--- config.mk ---
export PLATFORM = sky130hd
export DESIGN_NAME = bcd_conv_arbiter_flat
export DESIGN_NICKNAME = d
export VERILOG_FILES = /design/src/rtl/bcd_conv_arbiter_pkg.sv /design/src/rtl/bcd_conv_arbiter_if.sv /design/src/rtl/bcd_conv_arbiter_bin_to_bcd.sv /design/src/rtl/bcd_conv_arbiter.sv /design/src/flat_wrapper.sv
export SDC_FILE = /design/constraint.sdc
export NUM_CORES = 1
export LEC_CHECK = 0
export BUFFER_PORTS_ARGS = -buffer_cell sky130_fd_sc_hd__buf_2
export CORE_MARGIN = 5
export CORE_UTILIZATION = 40
export DETAILED_ROUTE_END_ITERATION = 6
export GPL_TIMING_DRIVEN = 0
export RECOVER_POWER = 25
export SYNTH_ARGS = -nofsm -noshare
export SYNTH_HDL_FRONTEND = slang
export SYNTH_SLANG_ARGS = --single-unit
--- constraint.sdc ---
create_clock -name clk -period 5.8 [get_ports clk]
set_clock_uncertainty 0.05 [all_clocks]
set_input_delay 0.58 -clock clk [delete_from_list [all_inputs] [get_ports clk]]
set_output_delay 0.58 -clock clk [all_outputs]
set_load 0.1 [all_outputs]
--- src/rtl/bcd_conv_arbiter_pkg.sv ---
// Shared types for the BCD conversion arbiter.
// Holds the FSM state encoding and the operand/result widths.
package bcd_conv_arbiter_pkg;

    localparam int OP_W  = 8;
    localparam int BCD_W = 10;

    typedef enum logic [1:0] {
        S_IDLE = 2'd0,
        S_CONV = 2'd1,
        S_DONE = 2'd2
    } state_t;

endpackage

--- src/rtl/bcd_conv_arbiter_if.sv ---
// Requester-side bus of the BCD conversion arbiter.
// master: drives req/bin_in, sees gnt/ack/bcd_out/owner/busy. slave: the arbiter.
interface bcd_conv_arbiter_if
    import bcd_conv_arbiter_pkg::*;
#(
    parameter int N_REQ = 3
);
    logic [N_REQ-1:0]      req;
    logic [OP_W*N_REQ-1:0] bin_in;
    logic [N_REQ-1:0]      gnt;
    logic [N_REQ-1:0]      ack;
    logic [BCD_W-1:0]      bcd_out;
    logic [1:0]            owner;
    logic                  busy;

    modport master (
        output req, bin_in,
        input  gnt, ack, bcd_out, owner, busy
    );

    modport slave (
        input  req, bin_in,
        output gnt, ack, bcd_out, owner, busy
    );
endinterface

--- src/rtl/bcd_conv_arbiter_bin_to_bcd.sv ---
// Combinational 8-bit binary to 3-digit BCD converter (double dabble).
// Ports: i_bin (8-bit binary), o_bcd {hundreds[1:0], tens[3:0], ones[3:0]}.
module bin_to_bcd
    import bcd_conv_arbiter_pkg::*;
(
    input  logic [OP_W-1:0]  i_bin,
    output logic [BCD_W-1:0] o_bcd
);
    logic [17:0] w_sh;

    always_comb begin
        w_sh = {10'd0, i_bin};
        for (int i = 0; i < OP_W; i++) begin
            // hundreds never exceeds 2 for 8-bit input, so only two columns adjust
            if (w_sh[11:8] >= 4'd5)
                w_sh[11:8] = w_sh[11:8] + 4'd3;
            if (w_sh[15:12] >= 4'd5)
                w_sh[15:12] = w_sh[15:12] + 4'd3;
            w_sh = w_sh << 1;
        end
        o_bcd = w_sh[17:8];
    end
endmodule

--- src/rtl/bcd_conv_arbiter.sv ---
// Shares one binary-to-BCD converter among N_REQ requesters (IDLE->CONV->DONE).
// Ports: clk, rst_n (sync, active low), bus (slave: req, bin_in, gnt, ack,
// bcd_out, owner, busy). Macro BCD_ARB_FIXED_PRI_EN gives requester 0 priority.
module bcd_conv_arbiter
    import bcd_conv_arbiter_pkg::*;
#(
    parameter int N_REQ = 3
)(
    input  logic              clk,
    input  logic              rst_n,
    bcd_conv_arbiter_if.slave bus
);
    state_t             r_state;
    logic [N_REQ-1:0]   r_gnt;
    logic [N_REQ-1:0]   r_ack;
    logic [BCD_W-1:0]   r_bcd;
    logic [1:0]         r_owner;
    logic [1:0]         r_gidx;
    logic [1:0]         r_last;
    logic               r_busy;
    logic [OP_W-1:0]    r_op;

    logic [3:0]         w_req4;
    logic               w_any;
    logic               w_found;
    logic [2:0]         w_sum;
    logic [1:0]         w_win;
    logic [N_REQ-1:0]   w_oh;
    logic [OP_W-1:0]    w_op;
    logic [BCD_W-1:0]   w_bcd;

    // pad to 4 so 2-bit indices are always in range
    assign w_req4 = 4'(bus.req);
    assign w_any  = |bus.req;

    // round-robin: first requester after last_served, wrapping mod N_REQ
    always_comb begin
        w_win   = '0;
        w_found = 1'b0;
        w_sum   = '0;
        for (int off = 1; off <= N_REQ; off++) begin
            w_sum = {1'b0, r_last} + 3'(off);
            if (w_sum >= 3'(N_REQ))
                w_sum = w_sum - 3'(N_REQ);
            if (!w_found && w_req4[w_sum[1:0]]) begin
                w_found = 1'b1;
                w_win   = w_sum[1:0];
            end
        end
`ifdef BCD_ARB_FIXED_PRI_EN
        // req[0] overrides; otherwise the RR result never picks 0
        if (w_req4[0])
            w_win = 2'd0;
`endif
    end

    always_comb begin
        w_oh = '0;
        w_op = '0;
        for (int i = 0; i < N_REQ; i++) begin
            if (w_win == 2'(i)) begin
                w_oh[i] = 1'b1;
                w_op    = bus.bin_in[OP_W*i +: OP_W];
            end
        end
    end

    bin_to_bcd u_conv (
        .i_bin (r_op),
        .o_bcd (w_bcd)
    );

    always_ff @(posedge clk) begin
        if (!rst_n) begin
            r_state <= S_IDLE;
            r_gnt   <= '0;
            r_ack   <= '0;
            r_bcd   <= '0;
            r_owner <= '0;
            r_gidx  <= '0;
            r_last  <= 2'(N_REQ - 1);
            r_busy  <= 1'b0;
            r_op    <= '0;
        end else begin
            unique case (r_state)
                S_IDLE: begin
                    r_ack <= '0;
                    if (w_any) begin
                        r_gnt   <= w_oh;
                        r_gidx  <= w_win;
                        r_op    <= w_op;
                        r_busy  <= 1'b1;
                        r_state <= S_CONV;
                    end
                end
                S_CONV: begin
                    if (w_req4[r_gidx]) begin
                        r_bcd   <= w_bcd;
                        r_owner <= r_gidx;
                        r_last  <= r_gidx;
                        r_ack   <= r_gnt;
                        r_state <= S_DONE;
                    end else begin
                        // owner withdrew: drop silently, keep old result
                        r_gnt   <= '0;
                        r_busy  <= 1'b0;
                        r_state <= S_IDLE;
                    end
                end
                S_DONE: begin
                    r_ack   <= '0;
                    r_gnt   <= '0;
                    r_busy  <= 1'b0;
                    r_state <= S_IDLE;
                end
                default: begin
                    r_gnt   <= '0;
                    r_ack   <= '0;
                    r_busy  <= 1'b0;
                    r_state <= S_IDLE;
                end
            endcase
        end
    end

    assign bus.gnt     = r_gnt;
    assign bus.ack     = r_ack;
    assign bus.bcd_out = r_bcd;
    assign bus.owner   = r_owner;
    assign bus.busy    = r_busy;
endmodule

--- src/flat_wrapper.sv ---
// flat-port wrapper written by rule: the top's interface ports become plain ports
module bcd_conv_arbiter_flat import bcd_conv_arbiter_pkg::*;
#(
    parameter int N_REQ = 3
)
  (clk, rst_n, bus_req, bus_bin_in, bus_gnt, bus_ack, bus_bcd_out, bus_owner, bus_busy);
  bcd_conv_arbiter_if #(.N_REQ(N_REQ)) bus_i ();
  input  logic clk;
  input  logic rst_n;
  input wire logic [$bits(bus_i.req)-1:0] bus_req;
  input wire logic [$bits(bus_i.bin_in)-1:0] bus_bin_in;
  output wire logic [$bits(bus_i.gnt)-1:0] bus_gnt;
  output wire logic [$bits(bus_i.ack)-1:0] bus_ack;
  output wire logic [$bits(bus_i.bcd_out)-1:0] bus_bcd_out;
  output wire logic [$bits(bus_i.owner)-1:0] bus_owner;
  output wire logic [$bits(bus_i.busy)-1:0] bus_busy;
  assign bus_i.req = bus_req;
  assign bus_i.bin_in = bus_bin_in;
  assign bus_gnt = bus_i.gnt;
  assign bus_ack = bus_i.ack;
  assign bus_bcd_out = bus_i.bcd_out;
  assign bus_owner = bus_i.owner;
  assign bus_busy = bus_i.busy;
  bcd_conv_arbiter #(.N_REQ(N_REQ)) u_core (.clk(clk), .rst_n(rst_n), .bus(bus_i));
endmodule
==> impl_metrics.env <==
export IMPL_status="finished clean"
export IMPL_clk_path_buf_depth=2
export IMPL_cts_buffers=5
export IMPL_cp_data_arrival_time_ps=5040
export IMPL_p_sw_uw=480
export IMPL_gp_congestion=0.804
export IMPL_wl_per_cell_um=14.9
export IMPL_final_nets=391
export IMPL_fill_cells=627
export IMPL_syn_to_final_growth_pct=16.8
export IMPL_ios=48
export IMPL_hold_violations=0
export IMPL_synth_cell_type_count=63
export IMPL_start_util_pct=40.9
export IMPL_core_area_um2=5890
export IMPL_drive_above_1_share_pct=19.3
export IMPL_clk_pin_slew_worst_paths_ps=80
export IMPL_die_w_um=87.6
export IMPL_async_reset_ff_share_pct=0
export IMPL_hpwlAfterDp_um=4850
export IMPL_power_frac_comb_pct=56.4
export IMPL_worst_slew_pin_slew_ps=1170
export IMPL_grt_start_max_net_pins=12
export IMPL_htree_levels=2
export IMPL_drt_initial_drc_count=116
export IMPL_drc_errors=0
export IMPL_syn_nets=337
export IMPL_final_cell_mix="39 x buf_2, 32 x dfxtp_1, 29 x o21ai_0"
export IMPL_synthFlopType="dfxtp_1"
export IMPL_finish_utilization_pct=47.8
export IMPL_worstHoldPathType="flop to flop"
export IMPL_endpoint_kind="flop"
export IMPL_routed_via_density=5.58
export IMPL_rows=28
export IMPL_grt_pass1_wl_um=10800
export IMPL_rsz0062_at_grt="no"
export IMPL_period_minus_slack_ps=4920
export IMPL_avgSynthCellArea_um2=8.11
export IMPL_min_to="u_core.bus.bcd_out[9]"
export IMPL_fmax_mhz=203
export IMPL_die_h_um=87.6
export IMPL_final_period_utilization_pct=84.8
export IMPL_maxSlewHeadroom_pct=22.2
export IMPL_grt_usage_pct=17.5
export IMPL_port_buffers=47
export IMPL_die_area_um2=7670
export IMPL_pwr_share_clk_pct=17.8
export IMPL_syn_area_um2=2410
export IMPL_cts_resized=0
export IMPL_vias=2384
export IMPL_switching_share_pct=48.6
export IMPL_synthCells=297
export IMPL_clk_insertion_delay_late_ps=310
export IMPL_root_buffer="clkbuf_8"
export IMPL_setup_tns_ps=0
export IMPL_powerDensity_nw_per_um2=351
export IMPL_grt_ovfl_total=0
export IMPL_critPathKind="flop to flop"
export IMPL_rrSetupSlack_ps=880
export IMPL_synth_seq_area_share_pct=26.6
export IMPL_synth_edff_count=0
export IMPL_cts_sinks=32
export IMPL_num_antenna_cells=0
export IMPL_setup_viol=0
export IMPL_antenna_found_initial=0
export IMPL_reg2reg_to="u_core.bus.bcd_out[7]"
export IMPL_post_cts_buffers=0
export IMPL_power_frac_seq_pct=25.8
export IMPL_cts_hold_buf=0
export IMPL_wirelength_um=6350
export IMPL_final_common_cell="buf_2"
export IMPL_startpoint_type="flop"
export IMPL_yosys_warnings=0
export IMPL_crit_fanout=9
export IMPL_p_leak_nw=1.11
export IMPL_hold_path_depth=2
export IMPL_internal_power_uw=507
export IMPL_hold_start="u_core.bus.bcd_out[9]"
export IMPL_cp_data_required_time_ps=5920
export IMPL_ys_ff_latch=32
export IMPL_ir_worst_vdd_mv=0.159
export IMPL_reg2reg_depth=19
export IMPL_dr_pass1_iters=4
export IMPL_r2r_start="u_core.r_op[6]"
export IMPL_drv_slew=0
export IMPL_grt_pass1_vias=2297
export IMPL_max_cap_viol_count=0
export IMPL_ant_nets=0
export IMPL_cts_tree="built"
==> worst max path at each step <==
stage,endpoint,slack (ps),startpoint,cells after the start
final,u_core.bus.bcd_out[7],880,u_core.r_op[6],19
after global routing,u_core.bus.bcd_out[7],490,u_core.r_op[6],19
after CTS,u_core.bus.bcd_out[7],950,u_core.r_op[6],19
after detailed placement,u_core.bus.bcd_out[7],1000,u_core.r_op[6],19
after global placement,u_core.bus.bcd_out[6],980,u_core.r_op[6],22
after floorplan,u_core.bus.bcd_out[6],1630,u_core.r_op[6],22
==> critical path, cell delays in order, from the launching register on <==
cell and delay (ps):
dfxtp_1 310, buf_6 130, inv_1 70, ha_1 260
o21ai_1 100, xnor2_1 400, ha_1 310, nand2b_1 130
a32oi_2 330, xnor2_1 270, inv_1 180, ha_1 230
nor2b_1 220, nor2_1 80, a211oi_2 390, nand2_1 220
a21oi_2 400, nand3_1 210, a2111oi_2 400, a211oi_1 90
==> flip-flops by register name, summed over array words and instances, names as in the netlist <==
name / flops
u_core.r_last: 2
u_core.bus.bcd_out: 10
u_core.r_state: 2
u_core.r_gidx: 2
u_core.bus.owner: 1
u_core.bus.busy: 1
u_core.bus.ack: 3
u_core.bus.gnt: 3
u_core.r_op: 8
==> Yosys cell counts, types with 2 or more instances <==
master     count  share of area [%]
dfxtp_1       32                 27
o21ai_0       28                5.8
nand2_1       26                4.1
nor2_1        15                2.3
clkbuf_1      13                2.0
a21oi_1       12                2.5
mux2i_1       12                5.0
ha_1          11                5.7
inv_1         11                1.7
a31oi_1        9                2.3
nor2b_1        8                2.1
nor3_1         8                1.7
o211ai_1       7                2.2
a22oi_1        6                1.9
and2_1         6                1.6
nand3_1        6                1.2
o21ai_1        5                1.0
a211oi_1       4                1.2
a21boi_0       4                1.2
a21o_1         4                1.2
and3_1         4                1.0
nand2b_1       4                1.0
nand4_1        4                1.0
o221ai_1       4                1.5
a22o_1         3                1.1
nand3b_1       3               0.94
o2111ai_1      3                1.1
o31ai_1        3               0.94
a21oi_2        2               0.73
a32o_1         2               0.83
buf_6          2               0.94
nor3b_1        2               0.62
nor4_1         2               0.52
o22ai_1        2               0.52
xnor2_1        2               0.73
==> metrics by stage <==
stage / cell area [µm²] / setup WS [ps] / total power, mW / hold WS [ps] / instances
after CTS: 2820 / 948 / 0.985 / 415 / 427
final: 2810 / 880 / 0.987 / 416 / 427
after global placement: 2740 / 982 / 0.807 / 386 / 419
after global routing: 2810 / 486 / 1.06 / 442 / 427
after floorplan: 2410 / 1630 / 0.701 / 388 / 297
after detailed placement: 2740 / 999 / 0.807 / 390 / 419
==> metal layers <==
metal	vias up	wire length, µm	global-route usage [%]
met1	1092	3100	23.1
met3	10	291	3.76
met4	0	127	6.28
met2	47	2830	28.3
li1	1235	-	-
met5	-	0	0
==> power groups by stage <==
stage | registers [mW] | clock network, mW | logic, mW
finish | 0.254 | 0.176 | 0.557
floorplan | 0.325 | 0 | 0.376
global route | 0.258 | 0.192 | 0.611
CTS | 0.254 | 0.178 | 0.552
detailed placement | 0.259 | 0 | 0.548
global placement | 0.259 | 0 | 0.549
==> final cells by class <==
class | count | area [µm²] | area share [%]
clock inverter | 3 | 18.8 | 0.667
multi-input combinational | 237 | 1640 | 58.4
clock buffer | 5 | 68.8 | 2.45
sequential | 32 | 641 | 22.8
inverter | 11 | 41.3 | 1.47
buffer | 17 | 83.8 | 2.98
timing repair buffer | 47 | 224 | 7.96
tap | 75 | 93.8 | 3.34
==> kinds of logic (layout without fill, tap and decap cells) <==
kind of cell / count (synthesis) / in the layout / synth area share (%)
simple gates: 95 / 95 / 20.7
fa+ha+maj: 11 / 11 / 5.72
xor+xnor: 2 / 2 / 0.728
mux: 16 / 16 / 7.59
compound gates: 113 / 113 / 33.4
flops: 32 / 32 / 26.6
buf+inv: 28 / 83 / 5.20
Power figures use the tool's default switching activity.
